==> config.mk <==
export PLATFORM = sky130hd
export DESIGN_NAME = demux_router_flat
export DESIGN_NICKNAME = d
export VERILOG_FILES = /design/src/rtl/demux_router_if.sv /design/src/rtl/demux_router.sv /design/src/flat_wrapper.sv
export SDC_FILE = /design/constraint.sdc
export NUM_CORES = 1
export LEC_CHECK = 0
export ABC_AREA = 1
export CORE_UTILIZATION = 40
export CTS_BUF_LIST = sky130_fd_sc_hd__clkbuf_4 sky130_fd_sc_hd__clkbuf_8 sky130_fd_sc_hd__clkbuf_16
export DETAILED_ROUTE_END_ITERATION = 7
export GPL_ROUTABILITY_DRIVEN = 0
export PLACE_DENSITY = 0.69
export SLEW_MARGIN = 20
export SYNTH_ARGS = -nofsm -noshare
export SYNTH_HDL_FRONTEND = slang
export SYNTH_SLANG_ARGS = --single-unit
==> constraint.sdc <==
create_clock -name clk -period 5.2 [get_ports clk]
set_clock_uncertainty 0.05 [all_clocks]
set_input_delay 1.04 -clock clk [delete_from_list [all_inputs] [get_ports clk]]
set_output_delay 1.04 -clock clk [all_outputs]
set_load 0.1 [all_outputs]
==> src/rtl/demux_router_if.sv <==
// Bundled handshake/bus signals for the 10-port demux router.
// master = upstream producer plus port consumers, slave = the router itself.
interface demux_router_if #(
  parameter int DATA_WIDTH = 8,
  parameter int SEL_WIDTH  = 4,
  parameter int NUM_PORTS  = 10
);
  logic [SEL_WIDTH-1:0]  sel;
  logic [DATA_WIDTH-1:0] data_in;
  logic                  valid_in;
  logic                  ready_out;
  logic [DATA_WIDTH-1:0] port0_out;
  logic [DATA_WIDTH-1:0] port1_out;
  logic [DATA_WIDTH-1:0] port2_out;
  logic [DATA_WIDTH-1:0] port3_out;
  logic [DATA_WIDTH-1:0] port4_out;
  logic [DATA_WIDTH-1:0] port5_out;
  logic [DATA_WIDTH-1:0] port6_out;
  logic [DATA_WIDTH-1:0] port7_out;
  logic [DATA_WIDTH-1:0] port8_out;
  logic [DATA_WIDTH-1:0] port9_out;
  logic [NUM_PORTS-1:0]  port_valid;
  logic [NUM_PORTS-1:0]  port_ready;
  logic [7:0]            drop_count;
  logic                  sel_err;

  modport master (
    output sel, data_in, valid_in, port_ready,
    input  ready_out, port_valid, drop_count, sel_err,
    input  port0_out, port1_out, port2_out, port3_out, port4_out,
    input  port5_out, port6_out, port7_out, port8_out, port9_out
  );

  modport slave (
    input  sel, data_in, valid_in, port_ready,
    output ready_out, port_valid, drop_count, sel_err,
    output port0_out, port1_out, port2_out, port3_out, port4_out,
    output port5_out, port6_out, port7_out, port8_out, port9_out
  );
endinterface

==> src/rtl/demux_router.sv <==
// Routes one valid/ready stream to 10 output ports, each with a one-entry
// holding register; illegal selects are consumed, dropped and counted.
module demux_router #(
  parameter int DATA_WIDTH = 8,
  parameter int SEL_WIDTH  = 4,
  parameter int NUM_PORTS  = 10
) (
  input logic          clk,
  input logic          rst,
  demux_router_if.slave bus
);
  localparam logic [SEL_WIDTH-1:0] LAST_SEL = SEL_WIDTH'(NUM_PORTS - 1);

  logic [DATA_WIDTH-1:0] hold [NUM_PORTS];
  logic [NUM_PORTS-1:0]  valid_q;
  logic [NUM_PORTS-1:0]  fill;
  logic [NUM_PORTS-1:0]  drain;
  logic [7:0]            drop_q;
  logic                  err_q;
  logic                  sel_legal;
  logic                  ready;
  logic                  accept;
  logic                  drop;

  assign sel_legal = (bus.sel <= LAST_SEL);

  // A full port can still take a new beat when its consumer drains this cycle.
  always_comb begin
    ready = 1'b1;
    for (int i = 0; i < NUM_PORTS; i++) begin
      if (bus.sel == SEL_WIDTH'(i)) ready = !valid_q[i] || bus.port_ready[i];
    end
  end

  assign accept = bus.valid_in && ready;
  assign drop   = bus.valid_in && !sel_legal;
  assign drain  = valid_q & bus.port_ready;

  always_comb begin
    fill = '0;
    for (int i = 0; i < NUM_PORTS; i++) begin
      fill[i] = accept && (bus.sel == SEL_WIDTH'(i));
    end
  end

  always_ff @(posedge clk or posedge rst) begin
    if (rst) begin
      valid_q <= '0;
      drop_q  <= '0;
      err_q   <= 1'b0;
      for (int i = 0; i < NUM_PORTS; i++) hold[i] <= '0;
    end else begin
      for (int i = 0; i < NUM_PORTS; i++) begin
        if (fill[i]) begin
          hold[i]    <= bus.data_in;
          valid_q[i] <= 1'b1;
        end else if (drain[i]) begin
          valid_q[i] <= 1'b0;
        end
      end
      if (drop) begin
        err_q <= 1'b1;
        if (drop_q != 8'hFF) drop_q <= drop_q + 8'd1;
      end
    end
  end

  assign bus.ready_out  = ready;
  assign bus.port_valid = valid_q;
  assign bus.drop_count = drop_q;
  assign bus.sel_err    = err_q;
  assign bus.port0_out  = hold[0];
  assign bus.port1_out  = hold[1];
  assign bus.port2_out  = hold[2];
  assign bus.port3_out  = hold[3];
  assign bus.port4_out  = hold[4];
  assign bus.port5_out  = hold[5];
  assign bus.port6_out  = hold[6];
  assign bus.port7_out  = hold[7];
  assign bus.port8_out  = hold[8];
  assign bus.port9_out  = hold[9];
endmodule

==> src/flat_wrapper.sv <==
// flat-port wrapper written by rule: the top's interface ports become plain ports
module demux_router_flat 
#(
  parameter int DATA_WIDTH = 8,
  parameter int SEL_WIDTH  = 4,
  parameter int NUM_PORTS  = 10
)
  (clk, rst, bus_sel, bus_data_in, bus_valid_in, bus_port_ready, bus_ready_out, bus_port_valid, bus_drop_count, bus_sel_err, bus_port0_out, bus_port1_out, bus_port2_out, bus_port3_out, bus_port4_out, bus_port5_out, bus_port6_out, bus_port7_out, bus_port8_out, bus_port9_out);
  demux_router_if #(.DATA_WIDTH(DATA_WIDTH), .SEL_WIDTH(SEL_WIDTH), .NUM_PORTS(NUM_PORTS)) bus_i ();
  input logic clk;
  input logic rst;
  input wire logic [$bits(bus_i.sel)-1:0] bus_sel;
  input wire logic [$bits(bus_i.data_in)-1:0] bus_data_in;
  input wire logic [$bits(bus_i.valid_in)-1:0] bus_valid_in;
  input wire logic [$bits(bus_i.port_ready)-1:0] bus_port_ready;
  output wire logic [$bits(bus_i.ready_out)-1:0] bus_ready_out;
  output wire logic [$bits(bus_i.port_valid)-1:0] bus_port_valid;
  output wire logic [$bits(bus_i.drop_count)-1:0] bus_drop_count;
  output wire logic [$bits(bus_i.sel_err)-1:0] bus_sel_err;
  output wire logic [$bits(bus_i.port0_out)-1:0] bus_port0_out;
  output wire logic [$bits(bus_i.port1_out)-1:0] bus_port1_out;
  output wire logic [$bits(bus_i.port2_out)-1:0] bus_port2_out;
  output wire logic [$bits(bus_i.port3_out)-1:0] bus_port3_out;
  output wire logic [$bits(bus_i.port4_out)-1:0] bus_port4_out;
  output wire logic [$bits(bus_i.port5_out)-1:0] bus_port5_out;
  output wire logic [$bits(bus_i.port6_out)-1:0] bus_port6_out;
  output wire logic [$bits(bus_i.port7_out)-1:0] bus_port7_out;
  output wire logic [$bits(bus_i.port8_out)-1:0] bus_port8_out;
  output wire logic [$bits(bus_i.port9_out)-1:0] bus_port9_out;
  assign bus_i.sel = bus_sel;
  assign bus_i.data_in = bus_data_in;
  assign bus_i.valid_in = bus_valid_in;
  assign bus_i.port_ready = bus_port_ready;
  assign bus_ready_out = bus_i.ready_out;
  assign bus_port_valid = bus_i.port_valid;
  assign bus_drop_count = bus_i.drop_count;
  assign bus_sel_err = bus_i.sel_err;
  assign bus_port0_out = bus_i.port0_out;
  assign bus_port1_out = bus_i.port1_out;
  assign bus_port2_out = bus_i.port2_out;
  assign bus_port3_out = bus_i.port3_out;
  assign bus_port4_out = bus_i.port4_out;
  assign bus_port5_out = bus_i.port5_out;
  assign bus_port6_out = bus_i.port6_out;
  assign bus_port7_out = bus_i.port7_out;
  assign bus_port8_out = bus_i.port8_out;
  assign bus_port9_out = bus_i.port9_out;
  demux_router #(.DATA_WIDTH(DATA_WIDTH), .SEL_WIDTH(SEL_WIDTH), .NUM_PORTS(NUM_PORTS)) u_core (.clk(clk), .rst(rst), .bus(bus_i));
endmodule
### Word-level counts from Yosys, hierarchy flattened

Index checks and enable logic that the tools add are counted.

| word-level totals | value |
|---|---|
| bits in registers | 99 |
| bits in latches | 0 |
| bits in writable memories | 0 |
| bits in read-only memories | 0 |
| output and inout port bits | 100 |
| memories kept | 0 |

| cells by class | value |
|---|---|
| add/sub/neg operators | 1 |
| multipliers | 0 |
| div/mod/pow operators | 0 |
| order comparisons | 1 |
| equal/unequal tests | 10 |
| shift-type cells | 0 |
| muxes and demuxes | 30 |
| bitwise operators | 1 |
| reductions and logical operators | 45 |

Operators with widths:

| operator | number |
|---|---|
| 1-bit 2-to-1 mux | 30 |
| 2-bit nonzero test | 10 |
| 4-bit by 3-bit == test with 1-bit output (second input constant) | 4 |
| 1-bit logical AND | 12 |
| 1-bit zero test | 11 |
| 10-bit AND | 1 |
| 1-bit logical OR | 10 |
| 8-bit by 1-bit adder with 8-bit output (second input constant) | 1 |
| 4-bit by 2-bit == test with 1-bit output (second input constant) | 2 |
| 4-bit == test (second input constant) | 2 |
| 8-bit inequality test (second input constant) | 1 |
| 4-bit by 1-bit == test with 1-bit output (second input constant) | 1 |
| 4-bit less-or-equal comparator (second input constant) | 1 |
| 4-bit zero test | 1 |
| 2-bit AND reduction | 1 |

### Logic depth before layout (Yosys ltp)

Gate-level depths: netlist of the first run.

| depth | value |
|---|---|
| word-level depth | 15 |
| depth in mapped cells | 14 |
| gate-level depth less buffers | 13 |

### Least setup slack after synthesis of the first run

Ideal clock, no wire load.

| timing | value |
|---|---|
| path type | input to output |
| start point | in bus_sel[0] |
| end point | out bus_ready_out |
| data arrival time | 2.378 ns |
| path slack | 1.732 ns |
| stages | 9 |
| path buffers | 1 |
| cell sequence | inv_2 -> nor2_1 -> nand3_1 -> clkinv_1 -> o21ai_1 -> nand2_1 -> nand4_1 -> nand2_2 -> buf_2 |

| on the way | value |
|---|---|
| cells in the longest elaborated chain, start to end | 11 |

Ends and longest elaborated chain:

| element | line | text |
|---|---|---|
| start, declared | flat_wrapper.sv:12 | `input wire logic [$bits(bus_i.sel)-1:0] bus_sel;` |
| 4-bit zero test | demux_router.sv:31 | `if (bus.sel == SEL_WIDTH'(i)) ready = !valid_q[i] \|\| bus.port_ready[i];` |
| 1-bit 2-to-1 mux (9 in series) | demux_router.sv:31 |  |
| 1-bit 2-to-1 mux (*) | demux_router.sv:31 |  |
| end, declared | flat_wrapper.sv:16 | `output wire logic [$bits(bus_i.ready_out)-1:0] bus_ready_out;` |

Mark *: on every way between the ends. The rest lies on a longest branch, timed or not.

### Worst setup path in the final report of the first run

| timing | value |
|---|---|
| start point | in bus_sel[2] |
| end point | out bus_ready_out |

Same word-level chain as after synthesis.

==> results of run 1 <==
area by class of cell:
cell class | count | share of cell area, %
Sequential cell | 99 | 42.6
Multi-Input combinational cell | 317 | 27.6
Timing Repair Buffer | 127 | 21.8
Tap cell | 136 | 2.92
Clock buffer | 11 | 2.49
Inverter | 24 | 1.59
Clock inverter | 5 | 1.03
layer usage:
| layer | wire length, microns | track usage (%) | vias up |
|---|---|---|---|
| met1 | 5270 | 31.3 | 1813 |
| met2 | 5350 | 33.3 | 146 |
| met5 | 0 | 0 | - |
| met4 | 216 | 9.23 | 0 |
| li1 | - | - | 1781 |
| met3 | 978 | 4.64 | 20 |
power by group through the flow:
| stage | Combinational, mW | Clock (mW) | Sequential, mW |
|---|---|---|---|
| floorplan | 0.198 | 0 | 2.30 |
| global placement | 1.87 | 0 | 1.08 |
| detailed placement | 1.89 | 0 | 1.08 |
| CTS | 1.89 | 0.521 | 1.07 |
| global route | 1.94 | 0.548 | 1.09 |
| finish | 1.88 | 0.507 | 1.07 |
cell usage after synthesis (all sizes together):
library cell / number
inv: 21
o21ai: 10
clkinv: 3
buf: 18
nor3: 4
mux2: 8
and2: 1
ha: 1
xor2: 6
clkbuf: 8
nand4: 74
dfrtp: 99
xnor2: 1
nand2: 168
nor2: 22
nand3: 20
or2: 2
cell families after synthesis:
logic type	synth area share, %
flip-flops	57.8
AND/OR/NAND/NOR	32.5
AO/OA/AOI/OAI	1.17
buffers and inverters	4.76
XOR/XNOR	1.43
multiplexers	2.10
adder cells (fa/ha/maj)	0.292
worst register-to-register path, cell delays in order, from the launching register on:
cell and delay (ns):
dfrtp_1 0.41, inv_1 0.08, nor2_1 0.05, nand3_1 0.08, nand2_1 0.05, nor2_1 0.10, nand3_1 0.08, nand2_1 0.07
nand4_1 0.09, nand2_2 0.10, buf_4 0.62, nand3_1 0.45, nand2_1 0.16, nand2_1 0.07
final timing paths:
path                                                       end  slack (ns)  depth (start not counted)
setup / recovery                                 bus_ready_out        1.30                          7
hold / removal             u_core.bus.port6_out[1]$_DFFE_PP0P_        0.43                          2
setup reg to reg           u_core.bus.port0_out[1]$_DFFE_PP0P_        2.62                         13
hold reg to reg            u_core.bus.port6_out[1]$_DFFE_PP0P_        0.43                          2
max in group asynchronous  u_core.bus.port5_out[0]$_DFFE_PP0P_        3.00                          3
min in group asynchronous  u_core.bus.port9_out[6]$_DFFE_PP0P_        1.07                          2
per-stage QoR:
step | setup WS, ns | std cells
2_1_floorplan | 1.52 | 466
3_3_place_gp | 1.28 | 703
3_5_place_dp | 1.19 | 703
4_1_cts | 1.29 | 719
5_1_grt | 1.14 | 719
6_report | 1.30 | 719
cell usage in the layout (no fill, tap or decap), types with 2 or more instances in the layout:
cell type and n:
buf_4 3, clkdlybuf4s50_1 122, xor2_1 6, inv_2 8
nor3_2 2, clkinv_1 3, nand3_1 13, nor2_4 2
nand3_2 7, mux2_2 3, dfrtp_1 99, o21ai_1 9
mux2_1 5, nand4_1 74, nor2_1 19, nand2_1 167
inv_1 12, clkbuf_8 10
==> metrics.txt, run 1 <==
switch share 55.0%; worst stage delay on the critical path between 0.5 and 0.6 ns; root cell of the clock tree clkbuf_8; clock sinks 99; Yosys reg bits 99; core footprint between 10,000 and 15,000 sq um; VDD IR-drop max 347 uV; worst-skew pair later-pin latency 0.36 ns; Yosys top cell by area dfrtp_1; area of the multi-input gates 1610 sq um; cts bufs inserted 9; setup TNS 0 ns; RSZ-0062 raised after global routing false; Setup Crit Path Kind input pin to primary output; largest net degree at the start of global routing between 80 and 90; cell count after synthesis 466; crit-path max FO 10; fin crit share 75.1%; Die ar. 11,100 sq um; final setup fails 0; via count 3,760; LEAKAGE 2.74 nW; Int Pwr about 1.6 mW; DRC 0; R2R Path Start u_core.bus.port_valid[1]$_DFFE_PP0P_; Resize count post-CTS 0; die height about 110 microns; Final Hold Vio Count 0; total power 3.46 mW; crit-path most repeated cell nand2_1; drt via density approximately 5.2; Max Freq 0.256 GHz; Synth Warn # 0; boundary pin count 125; Cell Area, Placed ~5600 sq um; worst path cell trace clkdlybuf4s50_1 > nand2_1 > nor3_2 > nand2_1 > nand4_1 > nand2_2 > buf_12; filler instances 952; Initial Utilization 41.3%; CP Launch Point bus_sel[2]; worst relative slew slack 31.4%; max reg flops 10; launch point of the worst hold path u_core.bus.port6_out[1]$_DFFE_PP0P_; Top Family by Delay on Critical Path simple AND/OR/NAND/NOR gates; layout cells sized above 1 8.23%; Pwr Density between 500 and 600 nW/um^2; # port buffers about 120; status finished, final reports clean; Final Cell Area around 5800 sq um; initial antenna violation count 0; CTS tree done; CP Capture Type primary output; vias in the first global route 3,658; crit path launch type input pin; clock-pin slew of the registers on the worst-case setup and hold paths about 0.080 ns; total setup buffers inserted after CTS 0; Crit-path slowest cell clkdlybuf4s50_1; CTS Hold Buffers Added 0; Logic pwr share 54.5%; first-pass GRT wire length 19,000 microns; arrival time worst endpoint ~2.8 ns; max-cap viol count 0; Synth cell types 29; slew at the pin closest to its max-slew limit 1.03 ns; TritonRoute pass-1 iters 5; Initial DRC Count 177; Slew Viols, Final 0; HP Class register to register; total gr overflow 0; top post-synthesis cells by area dfrtp_1 (58%), nand2_1 (15%), nand4_1 (11%); Seq pwr share 30.8%; post-synth top area share 57.8%; wire per inst 16.4 microns; GRT Resource Usage Total 22.2%; Final Util between 50% and 60%; wirelength, routed 11,800 microns; Worst Path Buf+Inv 2; Net count, final 604; sequential share of the synthesized area 57.8%; CTS Buffer Depth 2; Syn-to-layout area delta 35.8%; register area 2480 sq um; Die Width 106 microns; syn_area_per_cell slightly above 9 sq um; Detail Placement HPWL 8230 microns; Final Critical Period 3.90 ns; NetSw 1.90 mW; Syn Nets 492; diodes inserted 0; required time worst endpoint between 4 and 5 ns; Syn Std Cell Area ~4300 sq um; Clk network pwr share 14.7%; ANT nets after route 0; FP Rows 37; H-tree Lvls 3; WHS 0.428 ns
Power figures use the tool's default switching activity.
==> inputs of run 2 (changes only) <==
clock period = 3.85 ns   (was 5.2 ns; I/O delays follow)
==> run 2 against run 1 <==
Clock-buffer cell count did not move. Clock power increased by 37%. Non-clock buffer count is 4 higher. First-iteration DRC count up 15%. Global-route usage barely moved. Design area rose by 0.86%. Utilization up 0.48 points. Sequential share of layout area is 0.36 points lower. Die area unchanged. Routed wire length is 0.25% lower. Combinational power increased by 36%. Flip-flop and latch count is the same.
==> metrics.txt, run 2 (same netlist as run 1, synthesis figures left out) <==
clock sinks 99 (unchanged); Initial Utilization 41.3% (unchanged); Logic pwr share 54.5% (about the same); TritonRoute pass-1 iters 4 (-1); RSZ-0062 raised after global routing false; Clk network pwr share 14.8% (about the same); ANT nets after route 0 (unchanged); switch share 54.8% (-0.21 points); largest net degree at the start of global routing 82 (unchanged); Initial DRC Count 203 (+15%); worst-skew pair later-pin latency 0.36 ns (about the same); Slew Viols, Final 0 (unchanged); WL met3 737 microns (-25%); Net count, final 608 (+0.66%); Resize count post-CTS 0 (unchanged); GRT Resource Usage Total 22.2% (-0.025 points); Setup Crit Path Kind input pin to primary output; DRC 0 (unchanged); Int Pwr 2.12 mW (+36%); fin crit share between 80% and 90%; Final Util 56.6% (+0.48 points); first-pass GRT wire length 19,300 microns (+1.4%); max-cap viol count 0 (unchanged); root cell of the clock tree clkbuf_8; NetSw 2.56 mW (+35%); core footprint 10,400 sq um (unchanged); final setup fails 0 (unchanged); Max Freq 0.295 GHz; M1 WL 5440 microns (+3.1%); most common cell after layout, fill and taps aside nand2_1; Final Cell Area 5870 sq um (+0.86%); total gr overflow 0 (unchanged); FP Rows 37 (unchanged); die height 106 microns (unchanged); via count 3,762 (+0.053%); CTS Hold Buffers Added 0 (unchanged); boundary pin count 125 (unchanged); crit path launch type input pin; HP Class register to register; Final Critical Period 3.39 ns; CTS Buffer Depth 2 (unchanged); wirelength, routed 11,800 microns (-0.25%); CP Capture Type primary output; # port buffers 124 (unchanged); crit-path max FO 10 (unchanged); cts bufs inserted 9 (unchanged); arrival time worst endpoint 2.57 ns (-0.24 ns); Pwr Density 797 nW/um^2 (+34%); wire per inst 16.3 microns (-0.81%); setup TNS 0 ns (unchanged); LEAKAGE 2.78 nW (+1.2%); Final Hold Vio Count 0 (unchanged); Cell Area, Placed 5660 sq um (+0.76%); H-tree Lvls 3 (unchanged); total setup buffers inserted after CTS 0 (unchanged); Seq pwr share 30.7% (about the same); worst relative slew slack 32.8% (+1.3 points); Detail Placement HPWL 8050 microns (-2.2%); Die ar. 11,100 sq um (unchanged); VDD IR-drop max 691 uV (+99%); initial antenna violation count 0 (unchanged); required time worst endpoint 3.03 ns (-1.08 ns); clock-pin slew of the registers on the worst-case setup and hold paths 0.09 ns (about the same); uppermost layer routed met4; vias in the first global route 3,647 (-0.30%); diodes inserted 0 (unchanged); drt via density 5.20 (-0.50%); most frequent cells in the layout nand2_1 (167), clkdlybuf4s50_1 (122), dfrtp_1 (99); max reg flops 10 (unchanged); Die Width 106 microns (unchanged); Syn-to-layout area delta 36.9%; slew at the pin closest to its max-slew limit 1.01 ns (-0.0200 ns); CTS tree done; Routed met2 length 5500 microns (+2.8%); status finished, final reports clean; layout cells sized above 1 8.86% (+0.63 points)
==> run 2: path summary, 6_finish.rpt <==
kind | slack, ns | cells past startpoint | startpoint | endpoint
setup / recovery | 0.46 | 12 | bus_sel[1] | bus_ready_out
max in group asynchronous | 2.08 | 3 | rst | u_core.bus.port9_out[5]$_DFFE_PP0P_
hold reg to reg | 0.42 | 2 | u_core.bus.port1_out[3]$_DFFE_PP0P_ | u_core.bus.port1_out[3]$_DFFE_PP0P_
setup reg to reg | 1.63 | 13 | u_core.bus.port_valid[0]$_DFFE_PP0P_ | u_core.bus.port0_out[0]$_DFFE_PP0P_
min in group asynchronous | 0.89 | 2 | rst | u_core.bus.port8_out[3]$_DFFE_PP0P_
hold / removal | 0.42 | 2 | u_core.bus.port1_out[3]$_DFFE_PP0P_ | u_core.bus.port1_out[3]$_DFFE_PP0P_
==> run 2: power by group through the flow <==
stage	sequential (mW)	clock (mW)	combinational, mW
finish	1.43	0.693	2.55
global route	1.46	0.742	2.63
CTS	1.43	0.704	2.56
detailed placement	1.45	0	2.56
global placement	1.45	0	2.54
floorplan	3.11	0	0.267
==> run 2: metal layers <==
metal / vias to the layer above / global-route usage (%)
met5: - / 0
met3: 9 / 4.95
met2: 114 / 34.8
met4: 0 / 6.05
met1: 1848 / 31.0
li1: 1791 / -
==> run 2: metrics by stage <==
step	hold WS [ns]	total power [mW]	std cells	worst slack (ns)
6_report	0.424	4.68	723	0.464
5_1_grt	0.444	4.84	723	0.346
4_1_cts	0.430	4.70	723	0.459
3_5_place_dp	0.407	4.01	707	0.433
3_3_place_gp	0.408	3.99	707	0.514
2_1_floorplan	0.801	3.38	466	0.440
==> run 2: final cells by class <==
cell class,instances,area [sq um]
inverter,24,92.6
clock buffer,11,151
fill,959,4500
sequential,99,2480
timing repair buffer,131,1310
multi-input combinational,317,1610
tap,136,170
clock inverter,5,61.3
==> run 2: worst max-delay path: stages <==
cell and delay (ns):
clkdlybuf4s50_1 0.50, inv_2 0.16, nand2_1 0.17, nor2_4 0.25, nand2_1 0.09, nand2_1 0.07, clkinv_1 0.06, nand3_1 0.07
nand2_1 0.06, nand4_1 0.08, nand2_2 0.11, buf_12 0.19
